**src/rtl/regfile_pkg.sv**
```systemverilog
// rtl/regfile_pkg.sv - shared widths and requester ids for the register-file write arbiter
package regfile_pkg;

  localparam int DATA_W   = 8;
  localparam int ADDR_W   = 3;
  localparam int NUM_REGS = 1 << ADDR_W;

  typedef enum logic {
    REQ_ALU = 1'b0,
    REQ_MEM = 1'b1
  } req_id_t;

endpackage

```
**src/rtl/regfile_wr_arbiter_if.sv**
```systemverilog
// rtl/regfile_wr_arbiter_if.sv - writeback requests, reservation and register-file write bundle
interface regfile_wr_arbiter_if;
  import regfile_pkg::*;

  logic                alu_valid;
  logic                alu_ready;
  logic [ADDR_W-1:0]   alu_addr;
  logic [DATA_W-1:0]   alu_data;

  logic                mem_valid;
  logic                mem_ready;
  logic [ADDR_W-1:0]   mem_addr;
  logic [DATA_W-1:0]   mem_data;

  logic                rsv_en;
  logic [ADDR_W-1:0]   rsv_addr;
  logic [NUM_REGS-1:0] busy;
  logic                rsv_collision;

  logic                rf_write_en;
  logic [ADDR_W-1:0]   rf_wr_addr;
  logic [DATA_W-1:0]   rf_wr_data;

  modport master (
    output alu_valid, alu_addr, alu_data,
    output mem_valid, mem_addr, mem_data,
    output rsv_en, rsv_addr,
    input  alu_ready, mem_ready, busy, rsv_collision,
    input  rf_write_en, rf_wr_addr, rf_wr_data
  );

  modport slave (
    input  alu_valid, alu_addr, alu_data,
    input  mem_valid, mem_addr, mem_data,
    input  rsv_en, rsv_addr,
    output alu_ready, mem_ready, busy, rsv_collision,
    output rf_write_en, rf_wr_addr, rf_wr_data
  );

endinterface

```
**src/rtl/rr_arbiter2.sv**
```systemverilog
// rtl/rr_arbiter2.sv - two-way round-robin arbiter with one-hot grants
module rr_arbiter2
  import regfile_pkg::*;
(
  input  logic       clk,
  input  logic       rst_n,
  input  logic [1:0] req,
  input  logic       advance,
  output logic [1:0] gnt
);

  req_id_t last_grant;

  // On a tie the source that did not win last time goes first.
  always_comb begin
    gnt = 2'b00;
    if (req[0] && (!req[1] || last_grant == REQ_MEM)) begin
      gnt[0] = 1'b1;
    end else if (req[1]) begin
      gnt[1] = 1'b1;
    end
  end

  always_ff @(posedge clk or negedge rst_n) begin
    if (!rst_n) begin
      last_grant <= REQ_MEM;
    end else if (advance) begin
      last_grant <= gnt[0] ? REQ_ALU : REQ_MEM;
    end
  end

endmodule

```
**src/rtl/regfile_wr_arbiter.sv**
```systemverilog
// rtl/regfile_wr_arbiter.sv - shares the register-file write port between ALU and load paths, tracks pending writes
module regfile_wr_arbiter
  import regfile_pkg::*;
(
  input logic                 clk,
  input logic                 rst_n,
  regfile_wr_arbiter_if.slave bus
);

  logic [1:0]          gnt;
  logic                alu_acc;
  logic                mem_acc;
  logic                accept;
  logic                retire_hit;
  logic                collide;
  logic [NUM_REGS-1:0] busy_q;
  logic [NUM_REGS-1:0] busy_nxt;
  logic                wen_q;
  logic [ADDR_W-1:0]   waddr_q;
  logic [DATA_W-1:0]   wdata_q;
  logic                coll_q;

  rr_arbiter2 u_arb (
    .clk     (clk),
    .rst_n   (rst_n),
    .req     ({bus.mem_valid, bus.alu_valid}),
    .advance (accept),
    .gnt     (gnt)
  );

  // Grants are masked during reset so no requester sees an accept.
  assign bus.alu_ready = gnt[0] & rst_n;
  assign bus.mem_ready = gnt[1] & rst_n;

  assign alu_acc = bus.alu_valid & bus.alu_ready;
  assign mem_acc = bus.mem_valid & bus.mem_ready;
  assign accept  = alu_acc | mem_acc;

  always_ff @(posedge clk or negedge rst_n) begin
    if (!rst_n) begin
      wen_q   <= 1'b0;
      waddr_q <= '0;
      wdata_q <= '0;
    end else begin
      wen_q <= accept;
      if (alu_acc) begin
        waddr_q <= bus.alu_addr;
        wdata_q <= bus.alu_data;
      end else if (mem_acc) begin
        waddr_q <= bus.mem_addr;
        wdata_q <= bus.mem_data;
      end
    end
  end

  // Reservation is applied after retirement so a same-edge re-reserve keeps the bit set.
  always_comb begin
    busy_nxt = busy_q;
    if (wen_q) begin
      busy_nxt[waddr_q] = 1'b0;
    end
    if (bus.rsv_en) begin
      busy_nxt[bus.rsv_addr] = 1'b1;
    end
  end

  assign retire_hit = wen_q && (waddr_q == bus.rsv_addr);
  assign collide    = bus.rsv_en && busy_q[bus.rsv_addr] && !retire_hit;

  always_ff @(posedge clk or negedge rst_n) begin
    if (!rst_n) begin
      busy_q <= '0;
      coll_q <= 1'b0;
    end else begin
      busy_q <= busy_nxt;
      coll_q <= collide;
    end
  end

  assign bus.busy          = busy_q;
  assign bus.rsv_collision = coll_q;
  assign bus.rf_write_en   = wen_q;
  assign bus.rf_wr_addr    = waddr_q;
  assign bus.rf_wr_data    = wdata_q;

endmodule

```
**src/flat_wrapper.sv**
```systemverilog
// flat-port wrapper written by rule: the top's interface ports become plain ports
module regfile_wr_arbiter_flat import regfile_pkg::*;
  (clk, rst_n, bus_alu_valid, bus_alu_addr, bus_alu_data, bus_mem_valid, bus_mem_addr, bus_mem_data, bus_rsv_en, bus_rsv_addr, bus_alu_ready, bus_mem_ready, bus_busy, bus_rsv_collision, bus_rf_write_en, bus_rf_wr_addr, bus_rf_wr_data);
  regfile_wr_arbiter_if bus_i ();
  input logic clk;
  input logic rst_n;
  input wire logic [$bits(bus_i.alu_valid)-1:0] bus_alu_valid;
  input wire logic [$bits(bus_i.alu_addr)-1:0] bus_alu_addr;
  input wire logic [$bits(bus_i.alu_data)-1:0] bus_alu_data;
  input wire logic [$bits(bus_i.mem_valid)-1:0] bus_mem_valid;
  input wire logic [$bits(bus_i.mem_addr)-1:0] bus_mem_addr;
  input wire logic [$bits(bus_i.mem_data)-1:0] bus_mem_data;
  input wire logic [$bits(bus_i.rsv_en)-1:0] bus_rsv_en;
  input wire logic [$bits(bus_i.rsv_addr)-1:0] bus_rsv_addr;
  output wire logic [$bits(bus_i.alu_ready)-1:0] bus_alu_ready;
  output wire logic [$bits(bus_i.mem_ready)-1:0] bus_mem_ready;
  output wire logic [$bits(bus_i.busy)-1:0] bus_busy;
  output wire logic [$bits(bus_i.rsv_collision)-1:0] bus_rsv_collision;
  output wire logic [$bits(bus_i.rf_write_en)-1:0] bus_rf_write_en;
  output wire logic [$bits(bus_i.rf_wr_addr)-1:0] bus_rf_wr_addr;
  output wire logic [$bits(bus_i.rf_wr_data)-1:0] bus_rf_wr_data;
  assign bus_i.alu_valid = bus_alu_valid;
  assign bus_i.alu_addr = bus_alu_addr;
  assign bus_i.alu_data = bus_alu_data;
  assign bus_i.mem_valid = bus_mem_valid;
  assign bus_i.mem_addr = bus_mem_addr;
  assign bus_i.mem_data = bus_mem_data;
  assign bus_i.rsv_en = bus_rsv_en;
  assign bus_i.rsv_addr = bus_rsv_addr;
  assign bus_alu_ready = bus_i.alu_ready;
  assign bus_mem_ready = bus_i.mem_ready;
  assign bus_busy = bus_i.busy;
  assign bus_rsv_collision = bus_i.rsv_collision;
  assign bus_rf_write_en = bus_i.rf_write_en;
  assign bus_rf_wr_addr = bus_i.rf_wr_addr;
  assign bus_rf_wr_data = bus_i.rf_wr_data;
  regfile_wr_arbiter u_core (.clk(clk), .rst_n(rst_n), .bus(bus_i));
endmodule
```
**config.mk**
```make
export PLATFORM = sky130hd
export DESIGN_NAME = regfile_wr_arbiter_flat
export DESIGN_NICKNAME = d
export VERILOG_FILES = /design/src/rtl/regfile_pkg.sv /design/src/rtl/regfile_wr_arbiter_if.sv /design/src/rtl/rr_arbiter2.sv /design/src/rtl/regfile_wr_arbiter.sv /design/src/flat_wrapper.sv
export SDC_FILE = /design/constraint.sdc
export NUM_CORES = 1
export LEC_CHECK = 0
export ABC_AREA = 1
export BUFFER_PORTS_ARGS = -buffer_cell sky130_fd_sc_hd__buf_2
export CAP_MARGIN = 20
export CORE_UTILIZATION = 48
export DETAILED_ROUTE_END_ITERATION = 16
export GPL_ROUTABILITY_DRIVEN = 0
export HOLD_SLACK_MARGIN = 0.02
export PLACE_DENSITY = 0.79
export SKIP_CTS_REPAIR_TIMING = 1
export SLEW_MARGIN = 20
export SYNTH_ARGS = -nofsm -noshare
export SYNTH_HDL_FRONTEND = slang
export SYNTH_SLANG_ARGS = --single-unit
```
**constraint.sdc**
```tcl
create_clock -name clk -period 1.46 [get_ports clk]
set_input_delay 0.073 -clock clk [delete_from_list [all_inputs] [get_ports clk]]
set_output_delay 0.073 -clock clk [all_outputs]
set_load 0.1 [all_outputs]
```
==> reports/summary.txt <==
===============================================================================
Routed via count                                                           1404
Max frequency                                                         0.677 GHz
Part of the total power dissipated in combinational logic                 0.604
Layout net count                                                            275
Number of buffers between clock root and the deepest sink                     2
Largest fanout on the critical path                                           8
Clock transition at path regs                                           0.12 ns
Overall overflow remaining after global route                                 0
Number of buffers inserted during clock tree synthesis                        3
Global-route usage over all layers                                        0.231
Critical register-to-register path endpoint                        u_core.bus.rf_wr_data[4]
Count of fill cells added during filler insertion                           223
Via density per instance                                                   5.12
Cell area after placement                                              1630 µm²
Headroom to the max-slew limit                                            0.660
Core outline area                                                      2540 µm²
Worst setup margin                                                   -0.0172 ns
Final-layout setup total negative slack                              -0.0172 ns
Number of port buffers                                                       52
Number of design rule violations left after detail routing                    0
Most repeated cell in the gate-level netlist after synthesis       sky130_fd_sc_hd__nand2_1
Area share of the largest cell type after synthesis                       0.395
Post-synthesis cell area                                               1330 µm²
Row count                                                                    18
Average routed wire per standard cell                                   12.4 µm
Area used by sequential logic in the layout                             557 µm²
Final Critical Period                                                   1.48 ns
Average instance area after synthesis                                  7.36 µm²
Number of endpoints with negative hold slack in the final report              0
Crit path required time                                                 1.39 ns
Failing checks                                                     setup timing
Clock Tree Root                                                    sky130_fd_sc_hd__clkbuf_4
Critical Path Source                                               u_core.u_arb.last_grant
Y dimension of the die                                                  54.7 µm
Outcome                                                            finished, violations left
Number of slew-limit violations in the final report                           0
Mapped Cells                                                                181
Die area                                                               2990 µm²
Synth cell types                                                             19
H-tree lvl count                                                              1
Total wirelength of the detailed-routed design                          3380 µm
Final setup skew                                                     0.00690 ns
Pin count of the biggest net entering global routing                         26
Iteration count of the initial detailed-routing pass                          4
Number of storage elements in the synthesis netlist                          22
Startpoint types                                                       register
Worst Tran Pin Value                                                   0.508 ns
Final clock period utilization by the worst path                           1.01
TritonCTS clock tree                                                        yes
Fraction of layout cells with a size suffix above 1                       0.369
Hold crit path type                                                      in2reg
Max Cap Violations                                                            0
Area growth syn-to-layout                                                 33.6%
Path depth of the worst reg2reg path                                          7
WP data arrival                                                         1.40 ns
Standby leakage power                                                  0.983 nW
Setup crit end                                                     bus_alu_ready
Clock share of power                                                      0.109
Footprint of the multi-input gates                                      621 µm²
Post-synthesis async set-or-reset flop share                               1.00
Clk_lat worst skew                                                      0.31 ns
Largest voltage drop on the vdd net                                     1.77 mV
Setup repair after global routing missed its margin                         yes
Count of cells along the worst hold path                                      5
Proportion of power drawn by flip-flops and latches                       0.286
DRT iter0 DRCs                                                               46
Switching share of power                                                  0.588
Kind of end point of the critical path                               output pin
Internal power of the cells                                             1.27 mW
Area leader, netlist                                               sky130_fd_sc_hd__dfrtp_1
PwrDens                                                             1730 nW/µm²
Clk sink count                                                               22
Final number of setup-violating endpoints                                     1
Largest cells by area after synthesis                              sky130_fd_sc_hd__dfrtp_1 (39%), sky130_fd_sc_hd__nand2_1 (15%), sky130_fd_sc_hd__inv_1 (7.9%)
Synthesized net count                                                       211
Starting density of the core                                              0.523
Antenna diode count                                                           0
First-pass GRT wire length                                              4980 µm
Share of the yosys chip area belonging to registers                       0.414
Horizontal extent of the die                                            54.7 µm
Yosys warnings                                                                0
Final Power                                                             3.08 mW
Antenna violations before repair                                              0
Internal reg-to-reg setup slack                                         0.08 ns
Number of synthesized flops with an enable pin                                0
Commonest cells in the netlist                                     sky130_fd_sc_hd__nand2_1 (53), sky130_fd_sc_hd__inv_1 (28), sky130_fd_sc_hd__dfrtp_1 (21)
Remaining antenna violation count                                             0
Type of the worst setup path                                            reg2out
Number of global-route vias before repair                                  1154
Final core occ                                                            0.699
Half-perimeter wire length after detailed placement                     2320 µm
Post-route standard cell area excluding fillers                        1780 µm²
NetSw                                                                   1.81 mW
I/O pin count                                                                53
Dominant register cell in the synthesized netlist                  sky130_fd_sc_hd__dfrtp_1
Origin of the critical flop-to-flop path                           u_core.u_arb.last_grant
===============================================================================
-- sequential cells by signal, indices dropped and copies added, names as in the netlist --
register,cells
u_core.bus.rf_wr_data,8
u_core.bus.busy,8
u_core.bus.rsv_collision,1
u_core.u_arb.last_grant,1
u_core.bus.rf_wr_addr,3
u_core.bus.rf_write_en,1
-- per-stage QoR --
step | cells | setup WS, ns | hold WS, ns
after floorplan | 181 | 0.0840 | -0.223
after global placement | 258 | 0.162 | 0.0915
after detailed placement | 258 | 0.121 | 0.0945
after CTS | 262 | -0.192 | -0.255
after global routing | 274 | -0.0736 | 0.0749
final | 274 | -0.0172 | 0.0529
-- cells in the final DEF (no fill, tap or decap) --
cell | Yosys | routed
sky130_fd_sc_hd__nand3_1 | 7 | 7
sky130_fd_sc_hd__dfstp_2 | 1 | 1
sky130_fd_sc_hd__buf_2 | 4 | 50
sky130_fd_sc_hd__buf_4 | 1 | 11
sky130_fd_sc_hd__clkbuf_8 | 0 | 1
sky130_fd_sc_hd__nand2_4 | 0 | 1
sky130_fd_sc_hd__clkbuf_4 | 0 | 3
sky130_fd_sc_hd__nand4_1 | 11 | 11
sky130_fd_sc_hd__nor2_1 | 8 | 8
sky130_fd_sc_hd__nand3_4 | 1 | 1
sky130_fd_sc_hd__a21oi_4 | 0 | 1
sky130_fd_sc_hd__o21ai_0 | 15 | 15
sky130_fd_sc_hd__nand2_1 | 53 | 53
sky130_fd_sc_hd__dfrtp_1 | 21 | 17
sky130_fd_sc_hd__dfrtp_2 | 0 | 4
sky130_fd_sc_hd__inv_2 | 4 | 5
sky130_fd_sc_hd__o21ai_1 | 5 | 5
sky130_fd_sc_hd__nand3b_1 | 8 | 8
sky130_fd_sc_hd__buf_8 | 0 | 1
sky130_fd_sc_hd__buf_12 | 0 | 2
sky130_fd_sc_hd__nand2_2 | 2 | 1
sky130_fd_sc_hd__nand3_2 | 0 | 1
sky130_fd_sc_hd__inv_1 | 28 | 27
sky130_fd_sc_hd__a21oi_1 | 1 | 1
sky130_fd_sc_hd__dlygate4sd3_1 | 0 | 2
sky130_fd_sc_hd__o21ai_2 | 7 | 7
-- area by class of cell --
class / instances / share of cell area
Inverter: 32 / 0.0675
Tap cell: 30 / 0.0211
Multi-Input combinational cell: 120 / 0.349
Timing Repair Buffer: 66 / 0.229
Sequential cell: 22 / 0.313
Clock buffer: 4 / 0.0204
-- power by group through the flow --
stage / clock network, mW / logic, mW / registers, mW
3_3_place_gp: 0 / 1.79 / 0.883
4_1_cts: 0.346 / 1.80 / 0.876
3_5_place_dp: 0 / 1.80 / 0.889
6_report: 0.337 / 1.86 / 0.880
2_1_floorplan: 0 / 0.391 / 1.98
5_1_grt: 0.374 / 1.97 / 0.900
-- critical path: stages (launching register included) --
cell	delay (ns)
sky130_fd_sc_hd__dfstp_2	0.57
sky130_fd_sc_hd__inv_2	0.05
sky130_fd_sc_hd__nand2_4	0.08
sky130_fd_sc_hd__nand3_4	0.12
sky130_fd_sc_hd__inv_2	0.10
sky130_fd_sc_hd__buf_12	0.17
-- worst min-delay path by stage --
stage / from / endpoint
3_5_place_dp: rst_n / u_core.bus.rf_wr_addr[2]
2_1_floorplan: rst_n / u_core.bus.busy[0]
6_report: bus_mem_data[6] / u_core.bus.rf_wr_data[6]
4_1_cts: rst_n / u_core.bus.rf_wr_addr[2]
3_3_place_gp: rst_n / u_core.bus.rf_wr_addr[2]
5_1_grt: bus_mem_data[1] / u_core.bus.rf_wr_data[1]
-- layer usage --
| layer | GRT usage | vias to the layer above | wire [µm] |
|---|---|---|---|
| met5 | 0 | - | 0 |
| met4 | 0.0256 | 0 | 15 |
| met3 | 0.0639 | 2 | 212 |
| met2 | 0.373 | 53 | 1610 |
| met1 | 0.315 | 644 | 1540 |
| li1 | - | 705 | - |
-- cell families (layout without fill, tap and decap cells) --
kind of cell | Yosys count | count (layout) | share of synthesized area
AOI/OAI and AO/OA | 29 | 29 | 0.132
buffers and inverters | 40 | 102 | 0.136
DFF | 22 | 22 | 0.414
and+or+nand+nor | 90 | 91 | 0.318
(Power assumes the default switching activity.)
